<file path="config.mk">
export PLATFORM = sky130hd
export DESIGN_NAME = mux_5to1_arbiter_flat
export DESIGN_NICKNAME = d
export VERILOG_FILES = /design/src/rtl/mux_5to1_arbiter_if.sv /design/src/rtl/mux_5to1_arbiter.sv /design/src/flat_wrapper.sv
export SDC_FILE = /design/constraint.sdc
export NUM_CORES = 1
export LEC_CHECK = 0
export CORE_ASPECT_RATIO = 2
export CORE_UTILIZATION = 63
export DETAILED_ROUTE_END_ITERATION = 10
export PLACE_DENSITY = 0.88
export SYNTH_ARGS = -nofsm -noshare
export SYNTH_HDL_FRONTEND = slang
export SYNTH_SLANG_ARGS = --single-unit
</file>
<file path="constraint.sdc">
create_clock -name clk -period 8.4 [get_ports clk]
set_clock_uncertainty 0.2 [all_clocks]
set_input_delay 1.26 -clock clk [delete_from_list [all_inputs] [get_ports clk]]
set_output_delay 1.26 -clock clk [all_outputs]
set_load 0.1 [all_outputs]
</file>
<file path="src/rtl/mux_5to1_arbiter_if.sv">
// rtl/mux_5to1_arbiter_if.sv - request/grant bundle between the five operand producers, the arbiter and the shared mux stage
interface mux_5to1_arbiter_if;
  logic [4:0] req;
  logic [4:0] last;
  logic       out_rdy;
  logic [2:0] mux_sel;
  logic       mux_val;
  logic [4:0] gnt;
  logic       locked;

  modport master (
    output req, last, out_rdy,
    input  mux_sel, mux_val, gnt, locked
  );

  modport slave (
    input  req, last, out_rdy,
    output mux_sel, mux_val, gnt, locked
  );
endinterface

</file>
<file path="src/rtl/mux_5to1_arbiter.sv">
// rtl/mux_5to1_arbiter.sv - round-robin 5-to-1 lane arbiter; define MUX5_ARB_LOCK_EN for packet lock with MAX_BURST limit
module mux_5to1_arbiter #(
  parameter int MAX_BURST = 16,
  parameter int CNT_W     = $clog2(MAX_BURST)
) (
  input  logic              clk,
  input  logic              reset,
  mux_5to1_arbiter_if.slave bus
);

  logic [2:0] ptr;
  logic [2:0] ptr_nxt;
  logic [2:0] cand;
  logic [2:0] rr_idx;
  logic       rr_ok;
  logic [2:0] win_idx;
  logic       win_ok;
  logic       fire;

  // Walk the search order backwards so the earliest index after ptr is the last to land.
  always_comb begin
    rr_ok  = 1'b0;
    rr_idx = 3'd0;
    cand   = 3'd0;
    for (int k = 5; k >= 1; k--) begin
      cand = 3'((int'(ptr) + k) % 5);
      if (bus.req[cand]) begin
        rr_ok  = 1'b1;
        rr_idx = cand;
      end
    end
  end

`ifdef MUX5_ARB_LOCK_EN
  typedef enum logic {IDLE, LOCK} st_t;

  st_t              st;
  st_t              st_nxt;
  logic [2:0]       owner;
  logic [2:0]       owner_nxt;
  logic [CNT_W-1:0] beat_cnt;
  logic [CNT_W-1:0] cnt_nxt;

  // While locked, only the owner may use the lane, even if it pauses mid-packet.
  always_comb begin
    win_ok  = rr_ok;
    win_idx = rr_idx;
    if (st == LOCK) begin
      win_ok  = bus.req[owner];
      win_idx = bus.req[owner] ? owner : 3'd0;
    end
  end

  always_comb begin
    st_nxt    = st;
    owner_nxt = owner;
    cnt_nxt   = beat_cnt;
    ptr_nxt   = ptr;
    if (fire) begin
      ptr_nxt = win_idx;
      if (bus.last[win_idx] || (beat_cnt == CNT_W'(MAX_BURST - 1))) begin
        st_nxt  = IDLE;
        cnt_nxt = '0;
      end else begin
        st_nxt    = LOCK;
        owner_nxt = win_idx;
        cnt_nxt   = beat_cnt + 1'b1;
      end
    end
  end

  always_ff @(posedge clk) begin
    if (reset) begin
      st       <= IDLE;
      owner    <= 3'd0;
      beat_cnt <= '0;
      ptr      <= 3'd4;
    end else begin
      st       <= st_nxt;
      owner    <= owner_nxt;
      beat_cnt <= cnt_nxt;
      ptr      <= ptr_nxt;
    end
  end

  assign bus.locked = ~reset & (st == LOCK);
`else
  logic unused_cfg;

  assign win_ok     = rr_ok;
  assign win_idx    = rr_idx;
  assign ptr_nxt    = fire ? win_idx : ptr;
  assign bus.locked = 1'b0;
  assign unused_cfg = (^bus.last) ^ MAX_BURST[0] ^ CNT_W[0];

  always_ff @(posedge clk) begin
    if (reset) begin
      ptr <= 3'd4;
    end else begin
      ptr <= ptr_nxt;
    end
  end
`endif

  assign fire        = win_ok & bus.out_rdy & ~reset;
  assign bus.mux_val = win_ok & ~reset;
  assign bus.mux_sel = reset ? 3'd0 : win_idx;
  assign bus.gnt     = fire ? 5'(5'd1 << win_idx) : 5'd0;

endmodule

</file>
<file path="src/flat_wrapper.sv">
// flat-port wrapper written by rule: the top's interface ports become plain ports
module mux_5to1_arbiter_flat 
#(
  parameter int MAX_BURST = 16,
  parameter int CNT_W     = $clog2(MAX_BURST)
)
  (clk, reset, bus_req, bus_last, bus_out_rdy, bus_mux_sel, bus_mux_val, bus_gnt, bus_locked);
  mux_5to1_arbiter_if bus_i ();
  input  logic clk;
  input  logic reset;
  input wire logic [$bits(bus_i.req)-1:0] bus_req;
  input wire logic [$bits(bus_i.last)-1:0] bus_last;
  input wire logic [$bits(bus_i.out_rdy)-1:0] bus_out_rdy;
  output wire logic [$bits(bus_i.mux_sel)-1:0] bus_mux_sel;
  output wire logic [$bits(bus_i.mux_val)-1:0] bus_mux_val;
  output wire logic [$bits(bus_i.gnt)-1:0] bus_gnt;
  output wire logic [$bits(bus_i.locked)-1:0] bus_locked;
  assign bus_i.req = bus_req;
  assign bus_i.last = bus_last;
  assign bus_i.out_rdy = bus_out_rdy;
  assign bus_mux_sel = bus_i.mux_sel;
  assign bus_mux_val = bus_i.mux_val;
  assign bus_gnt = bus_i.gnt;
  assign bus_locked = bus_i.locked;
  mux_5to1_arbiter #(.MAX_BURST(MAX_BURST), .CNT_W(CNT_W)) u_core (.clk(clk), .reset(reset), .bus(bus_i));
endmodule
</file>
# Word level (Yosys, flattened, before mapping)
# Cells that the tools add are included.
dict set report op_classes {
  add_sub_neg 5
  bitwise_logic 4
  order_cmp 5
  div 5
  n_mux 22
  shifts 1
}
# op n
set ops {}
lappend ops {{remainder unit 32 x 4 -> 32 bit, second input constant} 5}
lappend ops {{< comparator 3 x 4 -> 1 bit, second input constant} 5}
lappend ops {{2-to-1 mux 3 bit} 6}
lappend ops {{binary-select mux 1 bit (select 3 bit)} 5}
lappend ops {{2-to-1 mux 1 bit} 10}
lappend ops {{adder 3 x 2 -> 4 bit, second input constant} 2}
lappend ops {{adder 3 x 3 -> 4 bit, second input constant} 2}
lappend ops {{2-to-1 mux 5 bit} 1}
lappend ops {{<< shifter 1 x 3 -> 5 bit, first input constant} 1}
lappend ops {{adder 3 x 1 -> 4 bit, second input constant} 1}
lappend ops {{bitwise AND 1 bit} 3}
lappend ops {{NOT 1 bit} 1}
dict set report totals {
  out_inout_bits 10
  in_bits 13
  regBits 3
}

# Depth between registers and ports, before layout
dict set report logic_depth {
  ltp_word 12
  depth_mapped 19
  mapped_depth_nobuf 18
}

# Worst setup path before layout
# No wires, ideal clock.
dict set report synth_timing {
  kind {flip-flop to output port}
  from {register u_core.ptr[0]}
  to {output bus_gnt[0]}
  arrival_time_ns 6.482
  path_stages_with_launch 20
  slack_ns 0.458
  n_path_buf 1
  required_ns 6.940
  cell_sequence {dfxtp_1 > buf_1 > inv_2 > ha_1 > xnor2_1 > inv_2 > ha_1 > or3b_2 > o22ai_1 > or2_2 > ha_1 > nand2b_1 > o2111ai_1 > o211ai_2 > o211a_1 > o32ai_1 > a311oi_1 > o31ai_1 > nand2b_1 > nor3b_1}
}
dict set report synth_via {
  elab_chain_cells 12
  elab_cells_between_ends 34
  cone_classes {5 x add/sub; 5 x div; 1 x shift; 21 x mux; 2 x bitwise}
}
# item line
set synth_lines {}
lappend synth_lines {{from (decl)} mux_5to1_arbiter.sv:11} ;# logic [2:0] ptr;
lappend synth_lines {{from (signal assigned)} mux_5to1_arbiter.sv:100} ;# ptr <= ptr_nxt;
lappend synth_lines {{adder 3 x 3 -> 4 bit} mux_5to1_arbiter.sv:26} ;# cand = 3'((int'(ptr) + k) % 5);
lappend synth_lines {{remainder unit 32 x 4 -> 32 bit} mux_5to1_arbiter.sv:26}
lappend synth_lines {{binary-select mux 1 bit (select 3 bit)} mux_5to1_arbiter.sv:27} ;# if (bus.req[cand]) begin
lappend synth_lines {{2-to-1 mux 1 bit (implied by the code)} mux_5to1_arbiter.sv:27}
lappend synth_lines {{2-to-1 mux 1 bit (5 in series)} mux_5to1_arbiter.sv:27}
lappend synth_lines {{bitwise AND 1 bit (2 in series)} mux_5to1_arbiter.sv:105} ;# assign fire = win_ok & bus.out_rdy & ~reset;
lappend synth_lines {{2-to-1 mux 5 bit (*)} mux_5to1_arbiter.sv:108} ;# assign bus.gnt = fire ? 5'(5'd1 << win_idx) : 5'd0;
lappend synth_lines {{to (decl)} flat_wrapper.sv:16} ;# output wire logic [$bits(bus_i.gnt)-1:0] bus_gnt;
# Mark *: on every way between the ends. The rest lies on a longest branch, timed or not. The select of a mux whose other input is x is not followed.

# Worst setup path after layout
dict set report layout_timing {
  from {register u_core.ptr[1]}
  to {output bus_gnt[1]}
}
# The elaborated chain is that of the path after synthesis.

==> run_results.csv <==
group,metric,value,unit
placement,gp_congestion,0.933,
critical_path,cp_data_required_time,6.94,ns
sta,setup_viol,0,
die,fp-row-count,29,
critical_path,start_kind,"flop",
critical_path,arrival,5.84,ns
drt,post_drt_wl_per_cell,17.3,microns
placement,portBuffers,16,
sta,layout_min_cycle_time,7.30,ns
clocking,cts_buffer_depth,2,
synth,synth_area,2160,sq um
clocking,cts_tree,"built",
synth,syn_avg_cell_area,7.50,sq um
clocking,clk_pin_slew,0.04,ns
die,design.core.area,3230,sq um
sta,tightest_slew,0.592,ns
critical_path,cp-end-kind,"primary output",
sta,final.setup.tns,0,ns
layout,drive_gt1_frac,0.110,
synth,synth_warnings,0,
layout,nNetsFinal,334,
die,die_width,43.4,microns
global_route,antenna_found_initial,0,
synth,synth_seq_area_share,0.0278,
die,start_util,0.669,
global_route,grt_pass1_vias,2169,
drt,viasPerCell,6.95,
clocking,insertion_delay,0.22,ns
layout,reg.largest.list,"u_core.ptr x3",
layout,n_antenna_cell,0,
drt,vias,2239,
sta,timing.fmax,137,MHz
sta,relSlewSlack,0.605,
synth,synth_ff_type,"dfxtp_1",
synth,synthTopCellsByCount,"ha_1 (28), nor2_1 (21), inv_1 (18)",
clocking,numClockSinks,3,
drt,drt-total-wl,5570,microns
die,fp.dieH,84.8,microns
clocking,hold_buffers,0,
synth,yosysTopAreaCell,"ha_1",
run,max_cap_violations,0,
outcome,status,"finished clean",
die,io_pins,23,
drt,drt-initial-drc-count,66,
synth,syn-num-nets,330,
sta,slew_violations,0,
layout,largest-register,"u_core.ptr",
die,die-area,3680,sq um
clocking,postCtsSetupRepairBufs,0,
global_route,grt-ovfl-total,0,
sta,rsz0062_at_grt,"no",
clocking,root_buffer,"clkbuf_8",
global_route,grt_pass1_wl,9290,microns
min_path,min_path_type,"flop to flop",
global_route,grt_max_degree,45,
synth,ys_async_sr_fraction,0,
layout,largest_reg_flops,3,
synth,synth_top_area_frac,0.162,
critical_path,crit_type,"flop to primary output",
placement,hpwl,4310,microns
drt,remaining_drc_errors,0,
synth,synthCells,288,
drt,drtPass1Iterations,4,
sta,finalCritPeriodShare,0.869,
synth,synth_enable_flop_cells,0,
drt,ant_nets,0,
clocking,ctsHtreeMaxLevel,1,
clocking,cts_made_buffers,3,
synth,yosysUniqueCellTypes,66,
synth,ys_ff_latch,3,
critical_path,cp_max_fo,18,
synth,synthTopCellsByArea,"ha_1 (16%), mux2i_1 (6.5%), nor2_1 (3.6%)",
clocking,cts-resized-gates,0,
layout,area_delta_synth_final,6.43,%
sta,final_hold_viol_count,0,
global_route,grtUsageTotal,0.315,
synth,yosysMostFrequentCell,"ha_1",
## cells by family after synthesis
kind of cell / after synthesis / share of synthesized area
AND/OR/NAND/NOR: 105 / 0.275
buffers and inverters: 39 / 0.0782
AO/OA/AOI/OAI: 84 / 0.298
XOR/XNOR: 8 / 0.0411
adder cells (fa/ha/maj): 29 / 0.171
other: 1 / 0.00174
flip-flops: 3 / 0.0278
multiplexers: 19 / 0.107
## critical path, cell delays in order (launching register included)
cell,delay (ns)
dfxtp_1,0.52
inv_1,0.28
ha_1,0.69
inv_1,0.28
ha_1,0.31
or3b_2,0.45
o22ai_1,0.28
or2_2,0.21
ha_1,0.17
nand2b_1,0.10
o2111ai_1,0.14
o211ai_2,0.23
mux2i_1,0.19
and3_1,0.21
or4_1,0.60
o41ai_4,0.38
a211oi_1,0.16
and2_1,0.19
buf_4,0.23
## cell usage in the layout (no fill, tap or decap), types with 4 or more instances in the layout
cell	netlist	final
a211oi_1	5	5
a21oi_1	9	9
and2_1	6	6
buf_4	2	10
clkdlybuf4s50_1	0	7
ha_1	28	28
inv_1	18	18
mux2i_1	14	14
nand2_1	14	14
nand2b_1	12	12
nand3_1	6	6
nor2_1	21	21
nor2b_1	9	9
nor3_1	6	6
nor3b_1	5	5
o2111ai_1	5	5
o211a_1	4	4
o211ai_1	7	7
o21ai_0	14	14
or2_2	4	4
xnor2_1	7	7
## cell type report
type	instances	area [sq um]
fillers	263	930
well taps	31	38.8
flip-flops and latches	3	60.1
repair buffers	17	145
clock buffers	4	45.0
multi-input cells	246	1930
inverters	21	78.8
## metrics by stage
stage          hold WS (ns)  worst slack, ns   util  std cells  instance area, sq um
2_1_floorplan         0.337            0.458      -        288                  2160
3_3_place_gp          0.446             1.45  0.698        318                  2250
3_5_place_dp          0.442             1.41  0.698        318                  2250
4_1_cts               0.448             1.15  0.712        322                  2300
5_1_grt               0.467            0.667  0.712        322                  2300
6_report              0.463             1.10  0.712        322                  2300
## worst paths after layout
check	endpoint	depth (start not counted)	slack, ns	startpoint
setup / recovery	bus_gnt[1]	18	1.10	u_core.ptr[1]
hold / removal	u_core.ptr[1]	1	0.46	u_core.ptr[1]
setup reg to reg	u_core.ptr[0]	17	2.68	u_core.ptr[1]
hold reg to reg	u_core.ptr[1]	1	0.46	u_core.ptr[1]
## routing by layer
metal  part of all wire  wire length, microns  track usage
met1               0.37                  2080        0.328
met2               0.56                  3100        0.598
met4              0.042                   234        0.165
met5                  0                     0            0
met3              0.027                   153       0.0106
Power is not shown: default switching activity piles up to over one toggle a cycle in this logic, so the estimate is an artifact.
